[config.mk]
export PLATFORM = sky130hd
export DESIGN_NAME = accum_ctrl
export DESIGN_NICKNAME = d
export VERILOG_FILES = /design/src/rtl/accum_ctrl_pkg.sv /design/src/rtl/accum_ctrl_key_debounce.sv /design/src/rtl/accum_ctrl.sv
export SDC_FILE = /design/constraint.sdc
export NUM_CORES = 1
export LEC_CHECK = 0
export ABC_AREA = 1
export CAP_MARGIN = 10
export CORE_MARGIN = 5
export CORE_UTILIZATION = 51
export CTS_CLUSTER_DIAMETER = 30
export DETAILED_ROUTE_END_ITERATION = 10
export PLACE_DENSITY = 0.76
export SLEW_MARGIN = 40
export SYNTH_ARGS = -nofsm -noshare
export SYNTH_HDL_FRONTEND = slang
export SYNTH_SLANG_ARGS = --single-unit
[constraint.sdc]
create_clock -name Clk -period 1.5 [get_ports Clk]
set_input_delay 0.225 -clock Clk [delete_from_list [all_inputs] [get_ports Clk]]
set_output_delay 0.225 -clock Clk [all_outputs]
set_load 0.02 [all_outputs]
[src/rtl/accum_ctrl_pkg.sv]
// accum_ctrl_pkg: state encoding and idle-time action arbitration for the accumulator sequencer.
package accum_ctrl_pkg;

    typedef enum logic [2:0] {
        S_IDLE,
        S_CLEAR,
        S_ADD,
        S_LOAD,
        S_WAIT_REL
    } state_t;

    // Declaration order is priority order: the earliest pending action wins.
    typedef enum logic [1:0] {
        ACT_CLEAR,
        ACT_LOAD,
        ACT_ADD,
        ACT_NONE
    } action_t;

    function automatic action_t pick_action(input logic clr, input logic load, input logic add);
        return clr ? ACT_CLEAR : load ? ACT_LOAD : add ? ACT_ADD : ACT_NONE;
    endfunction

    function automatic state_t action_state(input action_t a);
        return a == ACT_CLEAR ? S_CLEAR :
               a == ACT_LOAD  ? S_LOAD  :
               a == ACT_ADD   ? S_ADD   : S_IDLE;
    endfunction

endpackage

[src/rtl/accum_ctrl_key_debounce.sv]
// key_debounce: two-flop synchroniser, stability counter and press pulse for one active-low key.
module key_debounce #(
    parameter int DEBOUNCE_CYCLES = 500000
) (
    input  logic Clk,
    input  logic Reset,
    input  logic key_n,
    output logic level,
    output logic press
);

    localparam int CW = $clog2(DEBOUNCE_CYCLES + 1);

    logic         sync1, sync2;
    logic [CW-1:0] cnt;

    // The press pulse is registered on the same edge the level flips, so the
    // FSM sees it one cycle after the debounced level falls.
    always_ff @(posedge Clk) begin
        if (Reset) begin
            sync1 <= 1'b1;
            sync2 <= 1'b1;
            level <= 1'b1;
            cnt   <= '0;
            press <= 1'b0;
        end else begin
            sync1 <= key_n;
            sync2 <= sync1;
            press <= 1'b0;
            if (sync2 == level) begin
                cnt <= '0;
            end else if (cnt == CW'(DEBOUNCE_CYCLES - 1)) begin
                level <= sync2;
                cnt   <= '0;
                press <= ~sync2;
            end else begin
                cnt <= cnt + 1'b1;
            end
        end
    end

endmodule

[src/rtl/accum_ctrl.sv]
// accum_ctrl: arbitrates debounced key actions against CPU loads and owns the LED accumulator.
module accum_ctrl
    import accum_ctrl_pkg::*;
#(
    parameter int WIDTH           = 8,
    parameter int DEBOUNCE_CYCLES = 500000
) (
    input  logic             Clk,
    input  logic             Reset,
    input  logic             key_acc_n,
    input  logic             key_clr_n,
    input  logic [WIDTH-1:0] sw,
    input  logic             cpu_wr,
    input  logic [WIDTH-1:0] cpu_wdata,
    output logic             cpu_ack,
    output logic [WIDTH-1:0] led,
    output logic             overflow,
    output logic             busy
);

    state_t         state, idle_next;
    logic           acc_level, acc_evt, clr_level, clr_evt;
    logic [WIDTH:0] sum;

    key_debounce #(.DEBOUNCE_CYCLES(DEBOUNCE_CYCLES)) u_acc_key (
        .Clk   (Clk),
        .Reset (Reset),
        .key_n (key_acc_n),
        .level (acc_level),
        .press (acc_evt)
    );

    key_debounce #(.DEBOUNCE_CYCLES(DEBOUNCE_CYCLES)) u_clr_key (
        .Clk   (Clk),
        .Reset (Reset),
        .key_n (key_clr_n),
        .level (clr_level),
        .press (clr_evt)
    );

    // A request whose ack is still showing is already done; this keeps one
    // ack per request while the CPU takes a cycle to drop cpu_wr.
    always_comb begin
        sum       = {1'b0, led} + {1'b0, sw};
        idle_next = action_state(pick_action(clr_evt, cpu_wr && !cpu_ack, acc_evt));
    end

    always_ff @(posedge Clk) begin
        if (Reset) begin
            state    <= S_IDLE;
            led      <= '0;
            overflow <= 1'b0;
            cpu_ack  <= 1'b0;
        end else begin
            cpu_ack <= 1'b0;
            case (state)
                S_IDLE: state <= idle_next;
                S_CLEAR: begin
                    led      <= '0;
                    overflow <= 1'b0;
                    state    <= S_WAIT_REL;
                end
                S_ADD: begin
                    led      <= sum[WIDTH-1:0];
                    overflow <= overflow | sum[WIDTH];
                    state    <= S_WAIT_REL;
                end
                S_LOAD: begin
                    led      <= cpu_wdata;
                    overflow <= 1'b0;
                    cpu_ack  <= 1'b1;
                    state    <= S_IDLE;
                end
                S_WAIT_REL: state <= (acc_level && clr_level) ? S_IDLE : S_WAIT_REL;
                default: state <= S_IDLE;
            endcase
        end
    end

    assign busy = state != S_IDLE;

endmodule

==> results of run 1 <==
[repair_timing]
action                                  4_1_cts  5_1_grt
setup buffers                                 0        5
pin swaps                                     0        6
resized for setup                            19       37
endpoints found under the setup margin       13       43
[cells by family after synthesis]
family                   count (synthesis)
flip-flops                              59
XOR/XNOR                                18
AO/OA/AOI/OAI                           33
buffers and inverters                   56
adder cells (fa/ha/maj)                 11
AND/OR/NAND/NOR                        262
[per-stage QoR]
stage / instance area (sq um) / instances / worst slack (ps)
floorplan: 3120 / 439 / 26.8
global placement: 3750 / 572 / -309
detailed placement: 3750 / 572 / -339
CTS: 3950 / 586 / 2.93
global route: 4130 / 591 / -118
finish: 4130 / 591 / -14.5
[sequential cells by signal, indices dropped and copies added, names as in the netlist, 3 cells and up]
register and count:
led 8, state 3, u_acc_key.cnt 19, u_clr_key.cnt 19
[final cells by class]
cell class	instances	share of cell area [%]
Tap cell	75	2.27
Sequential cell	59	28.9
Inverter	53	4.81
Timing Repair Buffer	66	14.3
Clock buffer	12	4.00
Multi-Input combinational cell	324	44.9
Clock inverter	2	0.847
[placed cells by master, fill, tap and decap left out, types with 2 or more instances in the layout]
cell             synthesis  layout
nand2_1                109     106
nor2_1                  63      56
dfxtp_1                 59      51
inv_1                   48      47
buf_4                    1      32
nand3_1                 30      26
a21oi_1                 22      19
clkdlybuf4s50_1          0      18
nor3_1                  20      16
xor2_1                  14      14
clkbuf_8                 0      12
dlygate4sd2_1            0      10
nor2_2                   2       9
nand4_1                  9       9
or2_2                    7       7
dfxtp_2                  0       7
nand3b_1                 6       6
ha_1                    10       6
nand3_2                  4       5
xnor2_1                  4       4
nor3_2                   0       4
inv_2                    3       4
nand2_2                  3       4
o21ai_0                  4       4
nor2_4                   3       3
nand3_4                  0       3
a21oi_2                  0       3
a31oi_1                  3       3
ha_4                     0       3
nand2_4                  0       2
clkinv_1                 2       2
a22oi_1                  2       2
dlymetal6s2s_1           0       2
buf_12                   0       2
[critical path, stage by stage, from the launching register on]
cell,delay (ps)
dfxtp_2,340
ha_4,160
fa_2,360
nand2_2,100
nand2_2,60
nand3_2,80
nand2_1,50
nand2_1,60
nand3_1,70
nand3_1,90
nand2_1,50
inv_1,40
[report_power, final]
part           leakage, nW  internal (mW)  switching, mW
sequential           0.482           1.60         0.0250
clock                0.104          0.881          0.608
combinational         1.18          0.211          0.216
[routing by layer]
| metal | track usage, % | share of wire, % |
|---|---|---|
| met1 | 25.6 | 43 |
| met2 | 32.6 | 49 |
| met3 | 4.42 | 5.7 |
| met4 | 10.4 | 2.5 |
| met5 | 0 | 0 |
[path summary, 6_finish.rpt]
kind / start / endpoint / slack (ps) / depth (start not counted)
min reg2reg: u_clr_key.sync1$_SDFF_PP1_ / u_clr_key.sync2$_SDFF_PP1_ / 420 / 1
max reg2reg: led[0]$_SDFFE_PP0P_ / led[6]$_SDFFE_PP0P_ / -10 / 11
min: sw[0] / led[0]$_SDFFE_PP0P_ / 370 / 4
max: led[0]$_SDFFE_PP0P_ / led[6]$_SDFFE_PP0P_ / -10 / 11
==> results.md, run 1 <==
* Synth area leader: dfxtp_1
* H-tree depth at 3
* DIE HEIGHT at 88.1 um
* Vias/cell at 5.26
* Die area at 7760 sq um
* Synth warnings at 0
* Largest family of logic cells by synthesized area: simple AND/OR/NAND/NOR gates
* Setup TNS Final at -14.5 ps
* Vias in the first global route at 2870
* Antenna diode count at 0
* Mapped Area at 3110 sq um
* Fin. Hold Viols at 0
* Synth Register Bits at 59
* Tmin final at 1510 ps
* Synth top area cells: dfxtp_1 (38%), nand2_1 (13%), nor2_1 (7.6%), inv_1 (5.8%), nand3_1 (4.8%)
* Critical Setup Path Class: flip-flop to flip-flop
* CP Capture Type: flip-flop
* Max FO, Critical Path at 3
* DRC at 0
* Adder-cell share of the synthesized area at 4.67%
* Setup Viol. Count Final at 1
* Top-area cell type share of the netlist area at 38.0%
* Post-synth EDFFs at 0
* Arr. time, crit path at 1810 ps
* Synth-to-Final Area Change at 33.0%
* Nets@finish at 545
* Mapped Cells at 439
* XOR/XNOR Fraction of Synth Area at 5.07%
* Overall routing resource usage at 20.3%
* # Max-Cap Violations at 0
* Grt total ovfl at 0
* Utilization after layout at 69.8%
* Fill cells at 489
* RSZ-0062 raised after global routing: yes
* Post-synthesis mux area share at 0%
* Cts hold-fix bufs at 0
* Layout Skew at 9.31 ps
* Num CTS Buffers at 9
* Final period util at 101%
* CTS tree: built
* Synth Net Count at 471
* Share of cells above drive strength 1 at 21.5%
* Top Ports at 32
* Max VDD drop at 0.763 mV
* Port Buffer Count at 31
* Worst skew pair latency at 350 ps
* Drt total wl at 7760 um
* Clk root buf: clkbuf_8
* Ys async rst share at 0%
* DR pass1 iterations at 4
* Core box area at 5920 sq um
* Status: complete, but fails checks
* CTS sink cnt at 59
* Starting density of the core at 52.5%
* Simple-gate area share of the yosys netlist at 39.0%
* Hold_ws at 370 ps
* Gpl congestion at 0.833
* Global-route wire length before repair at 12300 um
* Initial antenna violation count at 0
* Slew HR at 75.5%
* Failing checks: negative setup slack
* Power Density at 856 nW/um^2
* Top post-synthesis cells by count: nand2_1 (109), nor2_1 (63), dfxtp_1 (59)
* Worst-Margin Slew at 366 ps
* Commonest register cell after synthesis: dfxtp_1
* Footprint of the multi-input gates at 1860 sq um
* Worst Hold Class: input pin to flip-flop
* ANT nets after route at 0
* Num rows at 28
* Avg Inst Size Synth at 7.08 sq um
* Clk slew on worst S/H paths at 70 ps
* Number of DRC markers in iteration 0 at 158
* Final Worst Setup Slack at -14.5 ps
* Fmax at 660 MHz
* Number of distinct library cells after synthesis at 34
* Vias at 3111
* Total power at 3.54 mW
* Share of the yosys chip area belonging to registers at 38.0%
* Pleak at 1.76 nW
* Largest net degree at the start of global routing at 14
* Startpoint types: flip-flop
* Final HPWL DP at 5410 um
* Wire length per cell at 13.1 um
* Reg area at 1190 sq um
* Compound-gate portion of the synthesized area at 6.12%
* Dominant cell by count in the synthesized netlist: nand2_1
* Worst EP required at 1800 ps
* Final Max Slew Viols at 0
* Die Wd at 88.1 um
* Longest Clk Path Bufs at 2
Note: power is estimated with default switching activity, not from simulation.
==> run 2, diff against run 1 <==
- SLEW_MARGIN: 40 -> not set
==> results of run 2 <==
The final DEF is identical to that of run 1; final timing and power are the same.
==> run 3, diff against run 2 <==
- GPL_ROUTABILITY_DRIVEN: not set -> 1
- clock period: 1.5 -> 1.2 ns (I/O delays scaled with it)
==> run 3 against run 2 <==
  * The run still ends with negative setup slack left
  * Largest power group is now the clock network
  * First-iteration DRC count grew 91%
  * Cell area up 28%
  * Largest cell class unchanged
  * Highest routed layer unchanged
  * Critical path depth fell by 3
==> results.md, run 3 (synthesized netlist as in run 1, its figures left out) <==
* Worst skew pair latency at 370 ps (was 350 ps)
* Final Worst Setup Slack at -460 ps (was -14.5 ps)
* Share of cells above drive strength 1 at 53.6% (was 21.5%)
* DIE HEIGHT at 88.1 um (unchanged)
* Crit path cell chain: ha_1 > nand2_1 > inv_1 > a21oi_2 > nand2_1 > nand2_1 > nand3_1 > a21oi_2 (was ha_4 > fa_2 > nand2_2 > nand2_2 > nand3_2 > nand2_1 > nand2_1 > nand3_1 > nand3_1 > nand2_1 > inv_1)
* Most frequent cells in the layout: buf_4 (85), nand2_1 (83), inv_1 (41) (was nand2_1 (106), nor2_1 (56), dfxtp_1 (51))
* Status: complete, but fails checks (unchanged)
* Setup Viol. Count Final at 53 (was 1)
* Synth-to-Final Area Change at 69.8% (was 33.0%)
* R2R Path Start: led[5]$_SDFFE_PP0P_ (was led[0]$_SDFFE_PP0P_)
* Setup TNS Final at -10970 ps (was -14.5 ps)
* Most common cell after layout, fill and taps aside: buf_4 (was nand2_1)
* Top Ports at 32 (unchanged)
* Antenna diode count at 0 (unchanged)
* CTS tree: built (unchanged)
* Worst EP required at 1500 ps (was 1800 ps)
* Longest Clk Path Bufs at 2 (unchanged)
* Number of DRC markers in iteration 0 at 301 (was 158)
* Worst reg2reg endpoint: led[7]$_SDFFE_PP0P_ (was led[6]$_SDFFE_PP0P_)
* Largest net degree at the start of global routing at 14 (unchanged)
* CP most frequent cell: nand2_1 (unchanged)
* Grt total ovfl at 0 (unchanged)
* Starting density of the core at 52.5% (unchanged)
* CP max-delay cell: ha_1 (was fa_2)
* Final HPWL DP at 5860 um (was 5410 um)
* Power Density at 962 nW/um^2 (was 856 nW/um^2)
* Placed cell areas at 4320 sq um (was 3750 sq um)
* Slew HR at 80.5% (was 75.5%)
* RSZ-0062 raised after global routing: yes (unchanged)
* Hold path endpoint: u_acc_key.sync1$_SDFF_PP1_ (was led[0]$_SDFFE_PP0P_)
* Placed Cells at 633 (was 572)
* Max FO, Critical Path at 4 (was 3)
* Global-route wire length before repair at 16700 um (was 12300 um)
* ANT nets after route at 0 (unchanged)
* Num rows at 28 (unchanged)
* Design area at 5280 sq um (was 4130 sq um)
* Port Buffer Count at 31 (unchanged)
* Worst Hold Class: input pin to flip-flop (unchanged)
* Final period util at 138% (was 101%)
* Arr. time, crit path at 1960 ps (was 1810 ps)
* Failing checks: negative setup slack (unchanged)
* Tmin final at 1660 ps (was 1510 ps)
* Biggest regs: u_acc_key.cnt x19, u_clr_key.cnt x19, led x8 (unchanged)
* Layout Skew at 8.89 ps (was 9.31 ps)
* Hold depth at 2 (was 4)
* Vias at 3928 (was 3111)
* Gpl congestion at 0.896 (was 0.833)
* Clk root buf: clkbuf_8 (unchanged)
* Startpoint types: flip-flop (unchanged)
* Max VDD drop at 0.937 mV (was 0.763 mV)
* DRC at 0 (unchanged)
* Die area at 7760 sq um (unchanged)
* Initial antenna violation count at 0 (unchanged)
* Core box area at 5920 sq um (unchanged)
* Total power at 5.08 mW (was 3.54 mW)
* Pleak at 2.21 nW (was 1.76 nW)
* Vias in the first global route at 3718 (was 2870)
* Fmax at 602 MHz (was 660 MHz)
* CP Capture Type: flip-flop (unchanged)
* Critical Setup Path Class: flip-flop to flip-flop (unchanged)
* Fin. Hold Viols at 0 (unchanged)
* Final Max Slew Viols at 0 (unchanged)
* R2R setup slack at -460 ps (was -10 ps)
* Worst Reg-to-Reg Cells at 8 (was 11)
* DR pass1 iterations at 6 (was 4)
* Fill cells at 247 (was 489)
* # Max-Cap Violations at 0 (unchanged)
* Worst-Margin Slew at 290 ps (was 366 ps)
* Hold Startpoint: key_acc_n (was sw[0])
* Drt total wl at 13400 um (was 7760 um)
* Vias/cell at 5.94 (was 5.26)
* Non-filler cells, final at 661 (was 591)
* Num CTS Buffers at 9 (unchanged)
* Crit path largest cell delay at 350 ps (was 360 ps)
* Overall routing resource usage at 27.8% (was 20.3%)
* H-tree depth at 3 (unchanged)
* CTS sink cnt at 59 (unchanged)
* Nets@finish at 613 (was 545)
* Pre-CTS WS at -602 ps (was -339 ps)
* Wire length per cell at 20.3 um (was 13.1 um)
* Die Wd at 88.1 um (unchanged)
* Clk slew on worst S/H paths at 80 ps (was 70 ps)
run 3: cell types whose count changed in the layout (fill, tap and decap cells not counted), sizes merged, moves of 2 or more:
cell           delta
dlygate4sd2      -10
clkinv            +2
dlymetal6s2s      -2
clkdlybuf4s50     +2
buf              +77
run 3: layout make-up:
cell class | instances | area [sq um] | area share [%]
Inverter | 53 | 205 | 3.89
Clock inverter | 6 | 86.3 | 1.64
Clock buffer | 10 | 149 | 2.82
Timing Repair Buffer | 134 | 1120 | 21.3
Sequential cell | 59 | 1240 | 23.5
Tap cell | 75 | 93.8 | 1.78
Multi-Input combinational cell | 324 | 2380 | 45.1
run 3: stage by stage:
| stage | utilization [%] | hold WS (ps) |
|---|---|---|
| after CTS | 83.9 | 386 |
| final | 89.2 | 387 |
| after global placement | 72.9 | 401 |
| after global routing | 89.2 | 373 |
| after floorplan | - | 284 |
| after detailed placement | 72.9 | 395 |
run 3: worst max-delay path by stage:
stage,cells after the start,startpoint,end
after floorplan,10,led[0]$_SDFFE_PP0P_,led[6]$_SDFFE_PP0P_
after global placement,11,sw[0],led[6]$_SDFFE_PP0P_
after detailed placement,11,sw[0],led[6]$_SDFFE_PP0P_
after CTS,10,led[0]$_SDFFE_PP0P_,led[6]$_SDFFE_PP0P_
after global routing,11,led[0]$_SDFFE_PP0P_,led[6]$_SDFFE_PP0P_
final,8,led[5]$_SDFFE_PP0P_,led[7]$_SDFFE_PP0P_
run 3: repair_timing:
action,4_1_cts,5_1_grt
gates resized for setup,140,104
buffers inserted,8,7
pin swaps,39,36
cloned,2,0
setup endpoints to repair,62,60
hold buffers,0,0
run 3: routing by layer:
layer,share of wire [%],track usage [%],up-vias
met5,0,0,-
met4,6.6,13.9,0
met3,7.3,6.96,104
met2,49,50.8,275
met1,37,29.5,1847
li1,-,-,1702
run 3: worst max-delay path: cells and delay by family (launching register included):
| kind | cells | cell delay, ps |
|---|---|---|
| compound gates | 2 | 360 |
| simple gates | 4 | 440 |
| fa+ha+maj | 1 | 350 |
| flops | 1 | 330 |
| buf+inv | 1 | 110 |
run 3: power breakdown:
group	internal [mW]	switching (mW)
combinational	0.371	0.439
clock	1.29	0.950
sequential	1.98	0.0468
